**src/rtl/imem_loader.sv**
```systemverilog
// Boot loader: LE byte stream (16-bit word count, then payload) -> one imem write per 32-bit word.
// we fires the cycle after a word's 4th byte; in_ready drops for that write cycle; core held in reset until done.
module imem_loader #(
  parameter int DEPTH = 64
) (
  input  logic        clk,
  input  logic        reset,
  input  logic        start,
  input  logic        in_valid,
  input  logic [7:0]  in_byte,
  output logic        in_ready,
  output logic        we,
  output logic [31:0] wa,
  output logic [31:0] wd,
  output logic        cpu_rst,
  output logic        done,
  output logic        err
);

  localparam int IW = $clog2(DEPTH) + 1;
  localparam logic [15:0] DEPTH_W = 16'(DEPTH);

  typedef enum logic [2:0] {
    st_idle, st_hdr0, st_hdr1, st_data, st_write, st_done, st_err
  } state_t;

  state_t          state_q, state_d;
  logic [15:0]     count_q;
  logic [1:0]      byte_cnt_q;
  logic [IW-1:0]   idx_q;
  logic [23:0]     asm_q;
  logic [15:0]     hdr_count;
  logic [IW-1:0]   idx_inc;
  logic            take;

  assign hdr_count = {in_byte, count_q[7:0]};
  assign idx_inc   = idx_q + IW'(1);
  assign take      = in_valid && in_ready;

  always_ff @(posedge clk) begin
    if (reset) state_q <= st_idle;
    else       state_q <= state_d;
  end

  always_comb begin
    state_d = state_q;
    case (state_q)
      st_idle:  if (start) state_d = st_hdr0;
      st_hdr0:  if (take) state_d = st_hdr1;
      st_hdr1: begin
        if (take) begin
          if (hdr_count == 16'd0)        state_d = st_done;
          else if (hdr_count > DEPTH_W)  state_d = st_err;
          else                           state_d = st_data;
        end
      end
      st_data:  if (take && byte_cnt_q == 2'd3) state_d = st_write;
      st_write: state_d = (16'(idx_inc) == count_q) ? st_done : st_data;
      st_done:  if (start) state_d = st_hdr0;
      st_err:   if (start) state_d = st_hdr0;
      default:  state_d = st_idle;
    endcase
  end

  // Outputs decode state only, so nothing on the input side reaches them combinationally.
  always_comb begin
    in_ready = 1'b0;
    we       = 1'b0;
    cpu_rst  = 1'b1;
    done     = 1'b0;
    err      = 1'b0;
    case (state_q)
      st_hdr0, st_hdr1, st_data: in_ready = 1'b1;
      st_write:                  we       = 1'b1;
      st_done: begin
        done    = 1'b1;
        cpu_rst = 1'b0;
      end
      st_err:                    err      = 1'b1;
      default: ;
    endcase
  end

  always_ff @(posedge clk) begin
    if (reset) begin
      count_q    <= '0;
      byte_cnt_q <= '0;
      idx_q      <= '0;
      asm_q      <= '0;
      wa         <= '0;
      wd         <= '0;
    end else begin
      case (state_q)
        st_idle, st_done, st_err: begin
          if (start) begin
            count_q <= '0;
            asm_q   <= '0;
          end
        end
        st_hdr0: if (in_valid) count_q[7:0] <= in_byte;
        st_hdr1: begin
          if (in_valid) begin
            count_q[15:8] <= in_byte;
            byte_cnt_q    <= '0;
            idx_q         <= '0;
          end
        end
        st_data: begin
          if (in_valid) begin
            byte_cnt_q <= byte_cnt_q + 2'd1;
            // The top lane goes straight into wd, so the write address/data are ready in WRITE.
            case (byte_cnt_q)
              2'd0: asm_q[7:0]   <= in_byte;
              2'd1: asm_q[15:8]  <= in_byte;
              2'd2: asm_q[23:16] <= in_byte;
              2'd3: begin
                wa <= 32'({idx_q, 2'b00});
                wd <= {in_byte, asm_q};
              end
            endcase
          end
        end
        st_write: idx_q <= idx_inc;
        default: ;
      endcase
    end
  end

endmodule
```
**config.mk**
```make
export PLATFORM = sky130hd
export DESIGN_NAME = imem_loader
export DESIGN_NICKNAME = d
export VERILOG_FILES = /design/src/rtl/imem_loader.sv
export SDC_FILE = /design/constraint.sdc
export NUM_CORES = 1
export LEC_CHECK = 0
export BUFFER_PORTS_ARGS = -buffer_cell sky130_fd_sc_hd__buf_4
export CAP_MARGIN = 0
export CORE_UTILIZATION = 55
export CTS_CLUSTER_SIZE = 40
export DETAILED_ROUTE_END_ITERATION = 6
export PLACE_DENSITY = 0.88
export SETUP_SLACK_MARGIN = 0.1
export SLEW_MARGIN = 20
export SYNTH_ARGS = -nofsm -noshare
export SYNTH_HDL_FRONTEND = slang
export SYNTH_SLANG_ARGS = --single-unit
```
**constraint.sdc**
```tcl
create_clock -name clk -period 2.75 [get_ports clk]
set_input_delay 0.275 -clock clk [delete_from_list [all_inputs] [get_ports clk]]
set_output_delay 0.275 -clock clk [all_outputs]
set_load 0.01 [all_outputs]
```
== Yosys cells after proc, flatten, opt, wreduce, memory -nomap -nowiden ==
Index checks and enable logic that the tools add are counted.

* Flip-flop bits (word level): 91
* Input bits: 12
* Word-level logic and storage cells: 82

* Order comparisons: 1
* Equal/unequal tests: 20
* Reduce and logical (&&, ||, !) cells: 21
* Muxes and demuxes: 28
* Add/subtract/negate cells: 2

{| class="wikitable"
|+ Operators with widths
! operator !! number
|-
| two-way mux 24 bit || 2
|-
| case mux 24 bit (2 select lines) || 1
|-
| two-way mux 8 bit || 4
|-
| case mux 8 bit (2 select lines) || 2
|-
| two-way mux 3 bit || 7
|-
| equality test 7 x 16 -> 1 bit || 1
|-
| greater-than comparator 16 x 7 -> 1 bit (second input constant) || 1
|-
| zero test 16 bit || 1
|-
| two-way mux 16 bit || 1
|-
| AND reduction 4 bit || 4
|-
| case mux 3 bit (5 select lines) || 1
|-
| inequality test 2 bit (second input constant) || 7
|-
| case mux 7 bit (2 select lines) || 1
|-
| AND reduction 3 bit || 4
|-
| nonzero test 2 bit || 5
|-
| equality test 3 bit (second input constant) || 3
|-
| adder 7 x 1 -> 7 bit (second input constant) || 1
|-
| two-way mux 7 bit || 1
|-
| equality test 3 x 2 -> 1 bit (second input constant) || 2
|-
| inequality test 2 x 1 -> 1 bit (second input constant) || 3
|-
| OR reduction 3 bit || 2
|-
| two-way mux 1 bit || 5
|-
| equality test 2 bit (second input constant) || 2
|-
| two-way mux 2 bit || 2
|-
| other kinds (8) || 9
|}

== Depth between registers and ports, before layout ==
* Depth after elaboration: 7
* Gate-level depth with buffers: 8
* Gate-level depth less buffers: 7

== Worst setup path before layout ==
OpenSTA, ideal clock, no wires.

* Path kind: flip-flop to flip-flop
* Start point: register idx_q[0]
* End point: register state_q[1]
* Clock period less this slack: 1,911 ps
* Stages on the path, launching flop included: 7
* Data required time: 2,630 ps
* Buffers on the path: 0
* Data arrival time: 1,791 ps
* Path slack: 839 ps
* Path through: dfxtp_1 -> ha_1 -> nand3_1 -> or3_1 -> a211oi_2 -> nand3_1 -> a211o_1

* Cells in the longest elaborated chain, start to end: 4

{| class="wikitable"
|+ RTL lines
! item !! line !! source
|-
| start: declaration || 30 || <nowiki>logic [IW-1:0] idx_q;</nowiki>
|-
| start signal: assignment || 123 || <nowiki>st_write: idx_q <= idx_inc;</nowiki>
|-
| adder 7 x 1 -> 7 bit || 37 || <nowiki>assign idx_inc = idx_q + IW'(1);</nowiki>
|-
| equality test 7 x 16 -> 1 bit || 58 || <nowiki>st_write: state_d = (16'(idx_inc) == count_q) ? st_done : st_data;</nowiki>
|-
| two-way mux 3 bit || 58 ||
|-
| case mux 3 bit (5 select lines) || 47 || <nowiki>case (state_q)</nowiki>
|-
| end signal: assignment || 41 || <nowiki>if (reset) state_q <= st_idle;</nowiki>
|-
| end signal: assignment || 42 || <nowiki>else state_q <= state_d;</nowiki>
|-
| end: declaration || 27 || <nowiki>state_t state_q, state_d;</nowiki>
|}

No other way between the ends.
A chain may end at the register's enable or synchronous reset.

== Final worst setup path ==
Ends and elaborated chain as after synthesis.

==> results.py <==
metrics = {
    "status": {
        "status": "finished clean",
    },
    "timing": {
        "tightest_slew_ns": 0.719,
        "finalSetupTns_ns": 0,
        "finalClockSkew_ns": 0.0100,
        "relSlewSlack_pct": 51.7,
        "slew_viol_final": 0,
        "fmax_mhz": 435,
        "fin_crit_sh_pct": 83.6,
        "setup_viol": 0,
        "final-hold-violation-count": 0,
        "period_minus_slack_ns": 2.30,
        "rsz0062_at_grt": "false",
    },
    "cells_and_area": {
        "drive_above_1_share_pct": 15.8,
        "mostFrequentLayoutCells": "nand2_1, dfxtp_1, a21oi_1",
        "diodes": 0,
        "nFillCells": 642,
        "final_common_cell": "nand2_1",
        "area_growth_pct": 13.1,
        "fin_cells": 656,
        "final_nets": 569,
    },
    "synthesis": {
        "synth-seq-area-share_pct": 44.2,
        "ys_top_cells_by_area": "dfxtp_1, nand2_1, a21oi_1",
        "synthesis.area_sq_um": 4120,
        "syn_inst": 514,
        "synth_cell_types": 51,
        "yosysWarnings": 0,
        "synthFlopType": "dfxtp_1",
        "yosys.area.top_type": "dfxtp_1",
        "synth_edf_count": 0,
        "async_flop_share_pct": 0,
        "avgSynthCellArea_sq_um": 8.01,
        "ys_ff_latch": 91,
        "yosysTopAreaCellShare_pct": 44.2,
    },
    "drt": {
        "drc": 0,
        "route.met2.wl_microns": 4810,
        "postRouteAntennaNets": 0,
        "highest_layer": "met4",
        "met3_length_microns": 631,
        "vias": 3861,
        "firstDrtPassIters": 6,
        "drtIter0Drc": 297,
        "met1_length_microns": 4090,
        "wire_per_inst_microns": 15.0,
        "viasPerCell": 5.89,
        "drt_wl_total_microns": 9830,
    },
    "worst_setup_path": {
        "critPathKind": "reg -> reg",
        "cp_common_cell": "nand3_1",
        "rr_worst_depth": 6,
        "crit_chain": "ha_1 -> nand3_1 -> or3_1 -> a211oi_2 -> nand3_1 -> a211o_1",
        "crit_slowest_cell": "dfxtp_1",
        "critPathCaptureType": "register",
        "slowest_delay_ns": 0.47,
        "r2r-end": "state_q[1]",
        "worst_ep_required_time_ns": 3.00,
        "cp_max_fo": 7,
        "arrival_ns": 2.55,
        "r2r-start": "idx_q[0]",
        "rrSetupSlack_ns": 0.45,
        "start_kind": "register",
    },
    "die": {
        "start_util_pct": 56.8,
        "core_area_sq_um": 7250,
        "die_area_sq_um": 7840,
        "rows": 31,
        "pin_count": 81,
        "die_x_microns": 88.5,
        "die_y_microns": 88.5,
    },
    "clock_network": {
        "clock-sinks": 91,
        "cts_tree": "yes",
        "postCtsHoldBufs": 0,
        "clockBufferDepth": 2,
        "htree_levels": 3,
        "post_cts_buffers": 0,
        "post_cts_resize_count": 0,
        "clk-insertion-delay-late_ns": 0.36,
        "cts_inserted_buffers": 9,
        "clkSlewWorstSetupHoldPaths_ns": 0.09,
        "cts_root_buffer": "clkbuf_8",
    },
    "power": {
        "p_per_area_nw_per_um2": 728,
        "leakagePower_nw": 1.77,
        "peakVddDrop_mv": 0.363,
    },
    "grt": {
        "grt_pass1_wl_microns": 15700,
        "grt_overflow": 0,
        "grt_pass1_vias": 3413,
        "antenna_found_initial": 0,
        "grt_use_total_pct": 26.2,
        "grt_start_max_net_pins": 51,
    },
    "run": {
        "cap_viol_max_count": 0,
    },
    "hold_path": {
        "hold_path_class": "in -> reg",
        "whs_path_depth": 3,
        "hp-start": "in_byte[1]",
        "hold_end": "wd[25]",
    },
    "placed_design": {
        "globalplace.congestion": 0.919,
        "dp_cells": 640,
        "place.port_buffers": 55,
        "hpwl_microns": 6600,
    },
}
-- cells in the mapped netlist, drive strengths merged (2+ instances only) --
library cell,number
a32oi,24
o21ai,10
a31oi,2
and3,4
clkbuf,20
nor3b,2
a21oi,67
a22oi,5
nor2,46
nor4,6
nand3b,3
nand3,23
inv,9
ha,5
xor2,5
nor2b,2
buf,37
or3,5
o211ai,3
nand2,104
dfxtp,91
nor3,6
or4,2
o21a,7
a211oi,3
xnor2,6
-- cell families (layout without fill, tap and decap cells) --
family / count (synthesis) / count (layout) / share of synthesized area (%)
and+or+nand+nor: 209 / 209 / 22.6
AOI/OAI and AO/OA: 130 / 130 / 20.2
DFF: 91 / 91 / 44.2
buffers and inverters: 66 / 85 / 8.72
xor gates and xnor gates: 11 / 11 / 2.34
adders and majority gates: 5 / 5 / 1.52
other: 1 / 25 / 0.0911
muxes: 1 / 1 / 0.273
-- through the flow --
step	cell area (sq um)	util, %	hold WS [ns]	setup slack [ns]	total power, W
finish	4660	64.2	0.219	0.450	0.00339
global route	4660	64.2	0.216	0.343	0.00354
CTS	4660	64.2	0.216	0.489	0.00337
detailed placement	4460	61.4	0.447	0.595	0.00246
global placement	4460	61.4	0.438	0.757	0.00243
floorplan	4210	-	0.411	0.839	0.00226
-- per-layer routing --
metal | GRT usage [%] | vias up
li1 | - | 1820
met1 | 31.7 | 1834
met2 | 43.8 | 177
met3 | 4.38 | 30
met4 | 15.8 | 0
met5 | 0 | -
-- power by group --
part / switching [W] / leakage, nW / internal [W] / total (W)
registers: 0.000114 / 0.734 / 0.00138 / 0.00149
logic: 0.000660 / 0.934 / 0.000314 / 0.000974
clock network: 0.000493 / 0.0975 / 0.000430 / 0.000923
total: 0.00127 / 1.77 / 0.00212 / 0.00339
-- sequential cells by signal, summed over array words and instances (netlist names) --
register / flops
asm_q: 24
byte_cnt_q: 2
count_q: 16
idx_q: 7
state_q: 3
wa: 7
wd: 32
-- worst max-delay path, delay by kind of cell (launching register included) --
kind	cells	cell delay (ns)
flip-flops	1	0.47
AND/OR/NAND/NOR	3	0.78
AO/OA/AOI/OAI	2	0.64
adder cells (fa/ha/maj)	1	0.30
-- worst max-delay path by stage --
stage / from / end / slack (ns) / cells after the start
after floorplan: idx_q[0] / state_q[1] / 0.84 / 6
after global placement: idx_q[0] / state_q[1] / 0.76 / 6
after detailed placement: idx_q[0] / state_q[1] / 0.60 / 6
after CTS: state_q[2] / we / 0.49 / 3
after global routing: idx_q[0] / state_q[1] / 0.34 / 6
final: idx_q[0] / state_q[1] / 0.45 / 6
-- layout make-up --
cell class | count | area [sq um] | area share [%]
flip-flops and latches | 91 | 1820 | 39.1
clock buffers | 10 | 128 | 2.74
well taps | 99 | 124 | 2.66
inverters | 9 | 33.8 | 0.725
multi-input cells | 381 | 2030 | 43.5
repair buffers | 60 | 450 | 9.67
clock inverters | 6 | 72.6 | 1.56
Note: power is estimated with default switching activity, not from simulation.
